===== config.mk =====
export PLATFORM = sky130hd
export DESIGN_NAME = pipeline_hazard_ctrl
export DESIGN_NICKNAME = d
export VERILOG_FILES = /design/src/rtl/cpu_types_pkg.sv /design/src/rtl/hazard_detect.sv /design/src/rtl/pipeline_hazard_ctrl.sv
export SDC_FILE = /design/constraint.sdc
export NUM_CORES = 1
export LEC_CHECK = 0
export CAP_MARGIN = 15
export CELL_PAD_IN_SITES_DETAIL_PLACEMENT = 1
export CELL_PAD_IN_SITES_GLOBAL_PLACEMENT = 1
export CORE_MARGIN = 2
export CORE_UTILIZATION = 16
export DETAILED_ROUTE_END_ITERATION = 16
export GPL_TIMING_DRIVEN = 0
export PLACE_DENSITY = 0.71
export SLEW_MARGIN = 20
export SYNTH_ARGS = -nofsm -noshare
export SYNTH_HDL_FRONTEND = slang
export SYNTH_SLANG_ARGS = --single-unit

===== constraint.sdc =====
create_clock -name CLK -period 1.92 [get_ports CLK]
set_clock_uncertainty 0.15 [all_clocks]
set_input_delay 0.192 -clock CLK [delete_from_list [all_inputs] [get_ports CLK]]
set_output_delay 0.192 -clock CLK [all_outputs]
set_load 0.02 [all_outputs]

===== src/rtl/cpu_types_pkg.sv =====
// Shared CPU types for the hazard controller.
//   regbits_t      : 5-bit architectural register index
//   REG_ZERO       : hard-wired zero register ($0)
//   hazard_state_t : pipeline control FSM states
package cpu_types_pkg;

  localparam int unsigned REG_W = 5;

  typedef logic [REG_W-1:0] regbits_t;

  localparam regbits_t REG_ZERO = '0;

  typedef enum logic [1:0] {
    RUN      = 2'd0,
    MEM_WAIT = 2'd1,
    HALT     = 2'd2
  } hazard_state_t;

endpackage


===== src/rtl/hazard_detect.sv =====
// Load-use hazard detector (purely combinational).
// Ports:
//   dREN_ex   in  load instruction in EX
//   wsel_ex   in  destination register of the EX instruction
//   rs_dec    in  first source register of the DEC instruction
//   rt_dec    in  second source register of the DEC instruction
//   lu_hazard out DEC must wait one cycle for the EX load result
module hazard_detect
  import cpu_types_pkg::*;
(
  input  logic     dREN_ex,
  input  regbits_t wsel_ex,
  input  regbits_t rs_dec,
  input  regbits_t rt_dec,
  output logic     lu_hazard
);

  logic w_src_match;

  assign w_src_match = (wsel_ex == rs_dec) || (wsel_ex == rt_dec);

  // $0 is never written, so a load targeting it cannot create a dependency
  assign lu_hazard = dREN_ex && (wsel_ex != REG_ZERO) && w_src_match;

endmodule


===== src/rtl/pipeline_hazard_ctrl.sv =====
// Five-stage pipeline hazard controller: memory-wait stalls, taken-branch
// flushes, load-use stalls, fetch-miss bubbles and halt.
// Outputs are combinational from the registered state and current inputs.
// Optional feature macro: PIPE_PERF_EN adds the saturating stall_cycles counter.
// Ports:
//   CLK, nRST             clock, synchronous active-low reset
//   ihit, dhit            fetch / data access completes this cycle
//   dREN_mem, dWEN_mem    data read / write pending in MEM
//   dREN_ex, wsel_ex      load in EX and its destination register
//   rs_dec, rt_dec        DEC source registers
//   branch_taken_mem      taken branch/jump resolved in MEM
//   halt_wb               halt instruction in WB
//   pc_en, en_fd..en_mw   PC and stage-register enables
//   flush_fd..flush_em    stage-register clears to bubble
//   halted                core stopped
//   stall_cycles          cycles with PC held outside HALT (PIPE_PERF_EN only)
module pipeline_hazard_ctrl
  import cpu_types_pkg::*;
#(
  parameter int unsigned STALL_CNT_W = 16
) (
  input  logic     CLK,
  input  logic     nRST,
  input  logic     ihit,
  input  logic     dhit,
  input  logic     dREN_mem,
  input  logic     dWEN_mem,
  input  logic     dREN_ex,
  input  regbits_t wsel_ex,
  input  regbits_t rs_dec,
  input  regbits_t rt_dec,
  input  logic     branch_taken_mem,
  input  logic     halt_wb,
  output logic     pc_en,
  output logic     en_fd,
  output logic     en_de,
  output logic     en_em,
  output logic     en_mw,
  output logic     flush_fd,
  output logic     flush_de,
  output logic     flush_em,
  output logic     halted
`ifdef PIPE_PERF_EN
  ,
  output logic [STALL_CNT_W-1:0] stall_cycles
`endif
);

  if (STALL_CNT_W < 1) begin : g_bad_width
    $error("STALL_CNT_W must be at least 1");
  end

  hazard_state_t r_state;
  hazard_state_t w_state_next;
  logic          w_lu_hazard;
  logic          w_mem_busy;

  hazard_detect u_hazard_detect (
    .dREN_ex   (dREN_ex),
    .wsel_ex   (wsel_ex),
    .rs_dec    (rs_dec),
    .rt_dec    (rt_dec),
    .lu_hazard (w_lu_hazard)
  );

  assign w_mem_busy = (dREN_mem || dWEN_mem) && !dhit;

  // State register
  always_ff @(posedge CLK) begin
    if (!nRST) r_state <= RUN;
    else       r_state <= w_state_next;
  end

  // Next state and control outputs
  always_comb begin
    w_state_next = r_state;
    pc_en        = 1'b0;
    en_fd        = 1'b0;
    en_de        = 1'b0;
    en_em        = 1'b0;
    en_mw        = 1'b0;
    flush_fd     = 1'b0;
    flush_de     = 1'b0;
    flush_em     = 1'b0;
    halted       = 1'b0;

    if (!nRST) begin
      // Hold the pipeline as bubbles while reset is asserted
      w_state_next = RUN;
      flush_fd     = 1'b1;
      flush_de     = 1'b1;
      flush_em     = 1'b1;
    end else begin
      case (r_state)
        HALT: begin
          halted = 1'b1;
        end
        default: begin
          if (w_mem_busy) begin
            // Freeze everything; a pending branch is held until dhit
            w_state_next = MEM_WAIT;
          end else begin
            w_state_next = halt_wb ? HALT : RUN;
            if (branch_taken_mem) begin
              pc_en    = 1'b1;
              en_fd    = 1'b1;
              en_de    = 1'b1;
              en_em    = 1'b1;
              en_mw    = 1'b1;
              flush_fd = 1'b1;
              flush_de = 1'b1;
              flush_em = 1'b1;
            end else if (w_lu_hazard) begin
              en_de    = 1'b1;
              en_em    = 1'b1;
              en_mw    = 1'b1;
              flush_de = 1'b1;
            end else if (!ihit) begin
              en_fd    = 1'b1;
              en_de    = 1'b1;
              en_em    = 1'b1;
              en_mw    = 1'b1;
              flush_fd = 1'b1;
            end else begin
              pc_en    = 1'b1;
              en_fd    = 1'b1;
              en_de    = 1'b1;
              en_em    = 1'b1;
              en_mw    = 1'b1;
            end
          end
        end
      endcase
    end
  end

`ifdef PIPE_PERF_EN
  logic [STALL_CNT_W-1:0] r_stall_cnt;

  // Saturating count of cycles with the PC held, excluding HALT
  always_ff @(posedge CLK) begin
    if (!nRST) begin
      r_stall_cnt <= '0;
    end else if (!pc_en && (r_state != HALT) &&
                 (r_stall_cnt != {STALL_CNT_W{1'b1}})) begin
      r_stall_cnt <= r_stall_cnt + STALL_CNT_W'(1);
    end
  end

  assign stall_cycles = r_stall_cnt;
`endif

endmodule


==> After elaboration in Yosys (flattened, before gate mapping) <==
Index checks and enable logic that the tools add are counted.
{ "word_totals": {"romBits": 0, "register_bits": 2, "inputBits": 24, "mem_bits_rw": 0, "n_memories": 0, "latch_bits": 0, "out_inout_bits": 9} }
{ "op_classes": {"n_eq_ne": 3, "bitwise": 0, "n_mul": 0, "n_reduce_logical": 7, "div": 0, "shift": 0, "magnitude_cmp": 0, "add_sub_neg": 0, "n_mux": 33} }
{ "op_table": {"columns": ["op", "n"], "rows": [
  ["1-bit 2-to-1 mux", 31],
  ["5-bit equality test", 2],
  ["5-bit nonzero test", 1],
  ["2-bit 2-to-1 mux", 2],
  ["1-bit logical AND", 3],
  ["2-bit equality test (second input constant)", 1],
  ["1-bit logical OR", 2],
  ["1-bit zero test", 1]
]} }

==> Logic depth before layout (Yosys ltp) <==
{ "logic_depth": {"depth_word": 8, "ltp_mapped": 4} }

==> Cells and area by module <==
Synthesis repeated with hierarchy kept, for this count alone.
{ "hier_totals": {"hier_cells": 39, "area_unflattened_um2": 344.1} }
{ "modules_own_cells": {"columns": ["module", "area_each_um2", "n_inst", "cells_per_inst"], "rows": [
  ["pipeline_hazard_ctrl", 219.0, 1, 22],
  ["hazard_detect", 125.1, 1, 17]
]} }

==> Worst setup path before layout <==
OpenSTA, ideal clock, no wires.
{ "synth_timing": {"kind": "register to output", "start": "reg r_state[1]", "end": "out en_fd", "stages_incl_launch_ff": 5, "slack_ns": 0.178, "arrival_time_ns": 1.400, "t_required_ns": 1.578, "path_cell_list": "dfxtp_1 -> nor2b_1 -> nand2b_1 -> nor2_1 -> a21boi_1"} }
{ "synth_between": {"elab_chain_len": 3} }
{ "synth_lines": {"columns": ["item", "line", "rtl"], "rows": [
  ["start: declaration", "pipeline_hazard_ctrl.sv:53", "hazard_state_t r_state;"],
  ["start signal: assignment", "pipeline_hazard_ctrl.sv:71", "else r_state <= w_state_next;"],
  ["2-bit equality test", "pipeline_hazard_ctrl.sv:94", "case (r_state)"],
  ["1-bit 2-to-1 mux", "pipeline_hazard_ctrl.sv:94", null],
  ["1-bit 2-to-1 mux", "pipeline_hazard_ctrl.sv:87", "if (!nRST) begin"],
  ["end: declaration", "pipeline_hazard_ctrl.sv:35", "output logic en_fd,"]
]} }
No other way between the ends.

==> Worst setup path in the final report <==
{ "layout_timing": {"start": "in wsel_ex[4]", "end": "out flush_de"} }
{ "layout_between": {"elab_chain_len": 8} }
{ "layout_lines": {"columns": ["item", "line", "rtl"], "rows": [
  ["start: declaration", "pipeline_hazard_ctrl.sv:29", "input regbits_t wsel_ex,"],
  ["5-bit equality test / 5-bit nonzero test (equally long branches)", "hazard_detect.sv:20, hazard_detect.sv:23", null],
  ["1-bit logical OR / 1-bit logical AND (equally long branches)", "hazard_detect.sv:20, hazard_detect.sv:23", null],
  ["1-bit logical AND *", "hazard_detect.sv:23", "assign lu_hazard = dREN_ex && (wsel_ex != REG_ZERO) && w_src_match;"],
  ["1-bit 2-to-1 mux *", "pipeline_hazard_ctrl.sv:113", "end else if (w_lu_hazard) begin"],
  ["1-bit 2-to-1 mux *", "pipeline_hazard_ctrl.sv:104", "if (branch_taken_mem) begin"],
  ["1-bit 2-to-1 mux *", "pipeline_hazard_ctrl.sv:99", "if (w_mem_busy) begin"],
  ["1-bit 2-to-1 mux *", "pipeline_hazard_ctrl.sv:94", null],
  ["1-bit 2-to-1 mux *", "pipeline_hazard_ctrl.sv:87", null],
  ["end: declaration", "pipeline_hazard_ctrl.sv:40", "output logic flush_de,"]
]} }
Mark *: on every way between the ends. The rest lies on a longest branch, timed or not.

==> metrics.cfg <==
[setup_path]
rr_startpoint = r_state[1]
cp_data_arrival_time_ps = 1530
cp-end-kind = output port
required_ps = 1580
ff2ff_path_depth = 3
path_cells = clkbuf_2 > or4_4 > o21ai_4 > nor2_1 > a221o_1 > buf_6
rrSetupSlack_ps = 1050
crit_family = simple AND/OR/NAND/NOR gates
crit_path_max_incr_delay_ps = 550
rr_endpoint = r_state[1]
critical_path_class = primary input to output port
start_kind = primary input
critPathBufInv = 2
timing.critical_path.slowest_stage_cell = sky130_fd_sc_hd__or4_4
critical_path_peak_fanout = 3

[floorplanning]
design.die.area_um2 = 2290
fp-row-count = 15
floorplan.initialDensity = 0.174
floorplan.die.width_um = 47.9
pin_count = 33
design.core.area_um2 = 1760
dieHeight_um = 47.9

[timing]
report.final.setup_viol = 0
final.min_clock_period_ps = 1870
timing.setup.tns_ps = 0
fmaxAchievable_mhz = 534
final_number_of_max_transition_violations = 0
worst_slew_margin_rel = 0.843
rsz0062_at_grt = no
period_share = 0.976
slew_at_the_pin_with_the_worst_max_slew_slack_ps = 236
number_of_endpoints_with_negative_hold_slack_in_the_final_report = 0
fin_ws_ps = 45.6

[yosys]
synth_cell_types = 21
syn_avg_cell_area_um2 = 7.16
synth_nets = 67
synth-warning-count = 0
syn-instance-count = 43
sequential_fraction_of_the_synthesis_area = 0.130
synth_largest_area_cell = sky130_fd_sc_hd__xnor2_1
netlist.area_leader.share = 0.285
synthesis.area_um2 = 308
synthTopCellsByArea = sky130_fd_sc_hd__xnor2_1, sky130_fd_sc_hd__dfxtp_1, sky130_fd_sc_hd__a21oi_1, sky130_fd_sc_hd__buf_4, sky130_fd_sc_hd__nand2_1
ys_seq_elements = 2

[global_routing]
gr-usage-met2 = 0.155
globalRouteMet3Util = 0.0189
grt_util_all_layers = 0.0972
grt_pass1_wl_um = 1550
largest_net_degree_at_the_start_of_global_routing = 7
met1_use_gr = 0.124
grt_antenna_before_repair = 0
global_route.overflow_total = 0
grt_busiest_layer = met2
vias_in_the_first_global_route = 379

[worst_hold_path]
hold-path-cell-count = 3
min_path_type = primary input to register
timing.hold.worst_endpoint = r_state[1]
worst_hold_startpoint = halt_wb

[final_layout]
reg_top3 = r_state (2)
layout.nets = 105
top_register = r_state
flip_flop_count_of_the_largest_register_after_layout = 2
layout-area-overhead-vs-synth_pct = 123
num_antenna_cells = 0
drive_above_1_share = 0.291
finish.utilization = 0.389
fillerInstances = 227
final_design_area_no_fill_um2 = 687

[place]
routabilityCongestion = 0.678
dp_slack_ps = -742
hpwl_dp_um = 940
port_buffers = 32
postPlaceCellArea_um2 = 659

[run]
max-cap-violations = 0

[routing]
firstDrtPassIters = 2
detail_route.drc_violations = 0
antenna_violating_nets_post_route = 0
detail_route.wirelength_um = 1140
via_per_inst = 4.17
avgRoutedWirePerCell_um = 10.9
dr_total_vias = 434
drtIter0Drc = 1

[cts]
clockBufferDepth = 2
clock_insertion_delay_worst_skew_ps = 230
clock-root-buffer = sky130_fd_sc_hd__clkbuf_4
tritoncts = done
number_of_buffers_inserted_during_clock_tree_synthesis = 3
clock_tree.htree_level_count = 1
total_clock_sinks = 2
clkSlewWorstSetupHoldPaths_ps = 30

[pwr]
power.leakage_nw = 0.285
powerDensity_nw_per_um2 = 443
max-vdd-ir-drop_mv = 0.239
total_power_mw = 0.304

[outcome]
run_status = finished clean

-- cell usage in the layout (no fill, tap or decap), types with 2 or more instances in the layout --
master,Yosys,routed
sky130_fd_sc_hd__clkdlybuf4s50_1,0,19
sky130_fd_sc_hd__clkbuf_2,0,6
sky130_fd_sc_hd__nand2_1,4,4
sky130_fd_sc_hd__clkbuf_4,0,3
sky130_fd_sc_hd__a21oi_1,3,3
sky130_fd_sc_hd__nor2b_4,0,2
sky130_fd_sc_hd__nand3_1,2,2
sky130_fd_sc_hd__xnor2_1,10,10
sky130_fd_sc_hd__buf_4,2,3
sky130_fd_sc_hd__nor3_1,2,2
sky130_fd_sc_hd__nor2_1,4,3
sky130_fd_sc_hd__dfxtp_1,2,2
sky130_fd_sc_hd__buf_2,0,3
-- area by class of cell --
cell class	instances	area [um2]	share of cell area
well taps	25	31.3	0.0455
inverters	1	3.75	0.00546
flip-flops and latches	2	40.0	0.0583
repair buffers	33	285	0.415
multi-input cells	38	289	0.421
plain buffers	2	15.0	0.0219
clock buffers	3	22.5	0.0328
-- metrics by stage --
| step | hold WS, ps | instances |
|---|---|---|
| after detailed placement | 428 | 100 |
| after global routing | 457 | 104 |
| after floorplan | 183 | 43 |
| after CTS | 427 | 103 |
| final | 447 | 104 |
| after global placement | 415 | 100 |
-- synth_stat cells --
| cell type | count |
|---|---|
| sky130_fd_sc_hd__a21boi_1 | 1 |
| sky130_fd_sc_hd__o211ai_1 | 1 |
| sky130_fd_sc_hd__a221o_1 | 1 |
| sky130_fd_sc_hd__nand3b_1 | 1 |
| sky130_fd_sc_hd__nor2_1 | 4 |
| sky130_fd_sc_hd__a21oi_1 | 3 |
| sky130_fd_sc_hd__nand3_1 | 2 |
| sky130_fd_sc_hd__buf_4 | 2 |
| sky130_fd_sc_hd__and2_1 | 1 |
| sky130_fd_sc_hd__o21ai_2 | 1 |
| sky130_fd_sc_hd__nor3_1 | 2 |
| sky130_fd_sc_hd__o22ai_1 | 1 |
| sky130_fd_sc_hd__o21bai_1 | 1 |
| sky130_fd_sc_hd__xnor2_1 | 10 |
| sky130_fd_sc_hd__nor2b_1 | 2 |
| sky130_fd_sc_hd__dfxtp_1 | 2 |
| sky130_fd_sc_hd__nand2_1 | 4 |
| sky130_fd_sc_hd__nand2b_1 | 1 |
| sky130_fd_sc_hd__o21ai_0 | 1 |
| sky130_fd_sc_hd__or4_4 | 1 |
| sky130_fd_sc_hd__inv_1 | 1 |
-- worst register-to-register path, stage by stage (launching register included) --
cell                      delay, ps
sky130_fd_sc_hd__dfxtp_1        290
sky130_fd_sc_hd__nor2b_4        140
sky130_fd_sc_hd__a21oi_1        120
sky130_fd_sc_hd__nor2_1          50
-- what timing repair did --
item	CTS	global route
endpoints found under the hold margin	0	0
pin swaps	0	3
setup endpoints to repair	8	7
hold buffers	0	0
gates resized for setup	30	19
buffers inserted	0	1
-- power by group --
| part | total (mW) | internal (mW) | switching (mW) |
|---|---|---|---|
| sequential | 0.0461 | 0.0448 | 0.00136 |
| combinational | 0.164 | 0.0903 | 0.0737 |
| clock | 0.0938 | 0.0690 | 0.0248 |
| total | 0.304 | 0.204 | 0.0999 |
-- logic make-up (layout without fill, tap and decap cells) --
logic type,Yosys count,in the layout,synth area share
buffers and inverters,3,39,0.0609
DFF,2,2,0.130
AOI/OAI and AO/OA,10,10,0.220
and+or+nand+nor,18,18,0.305
xor gates and xnor gates,10,10,0.285
-- routing by layer --
metal  up-vias  part of all wire
met5         -                 0
met4         0             0.014
met3         2             0.054
met2        16              0.53
met1       197              0.40
li1        219                 -
-- worst max-delay path by stage --
stage               start  endpoint  slack (ps)  depth (start not counted)
2_1_floorplan  r_state[1]     en_fd         180                          4
3_3_place_gp   wsel_ex[1]  flush_de        -740                          6
3_5_place_dp   wsel_ex[1]  flush_de        -740                          6
4_1_cts        wsel_ex[1]  flush_de        -130                          6
5_1_grt        wsel_ex[4]     en_fd           7                          7
6_report       wsel_ex[4]  flush_de          50                          6
Note: power is estimated with default switching activity, not from simulation.
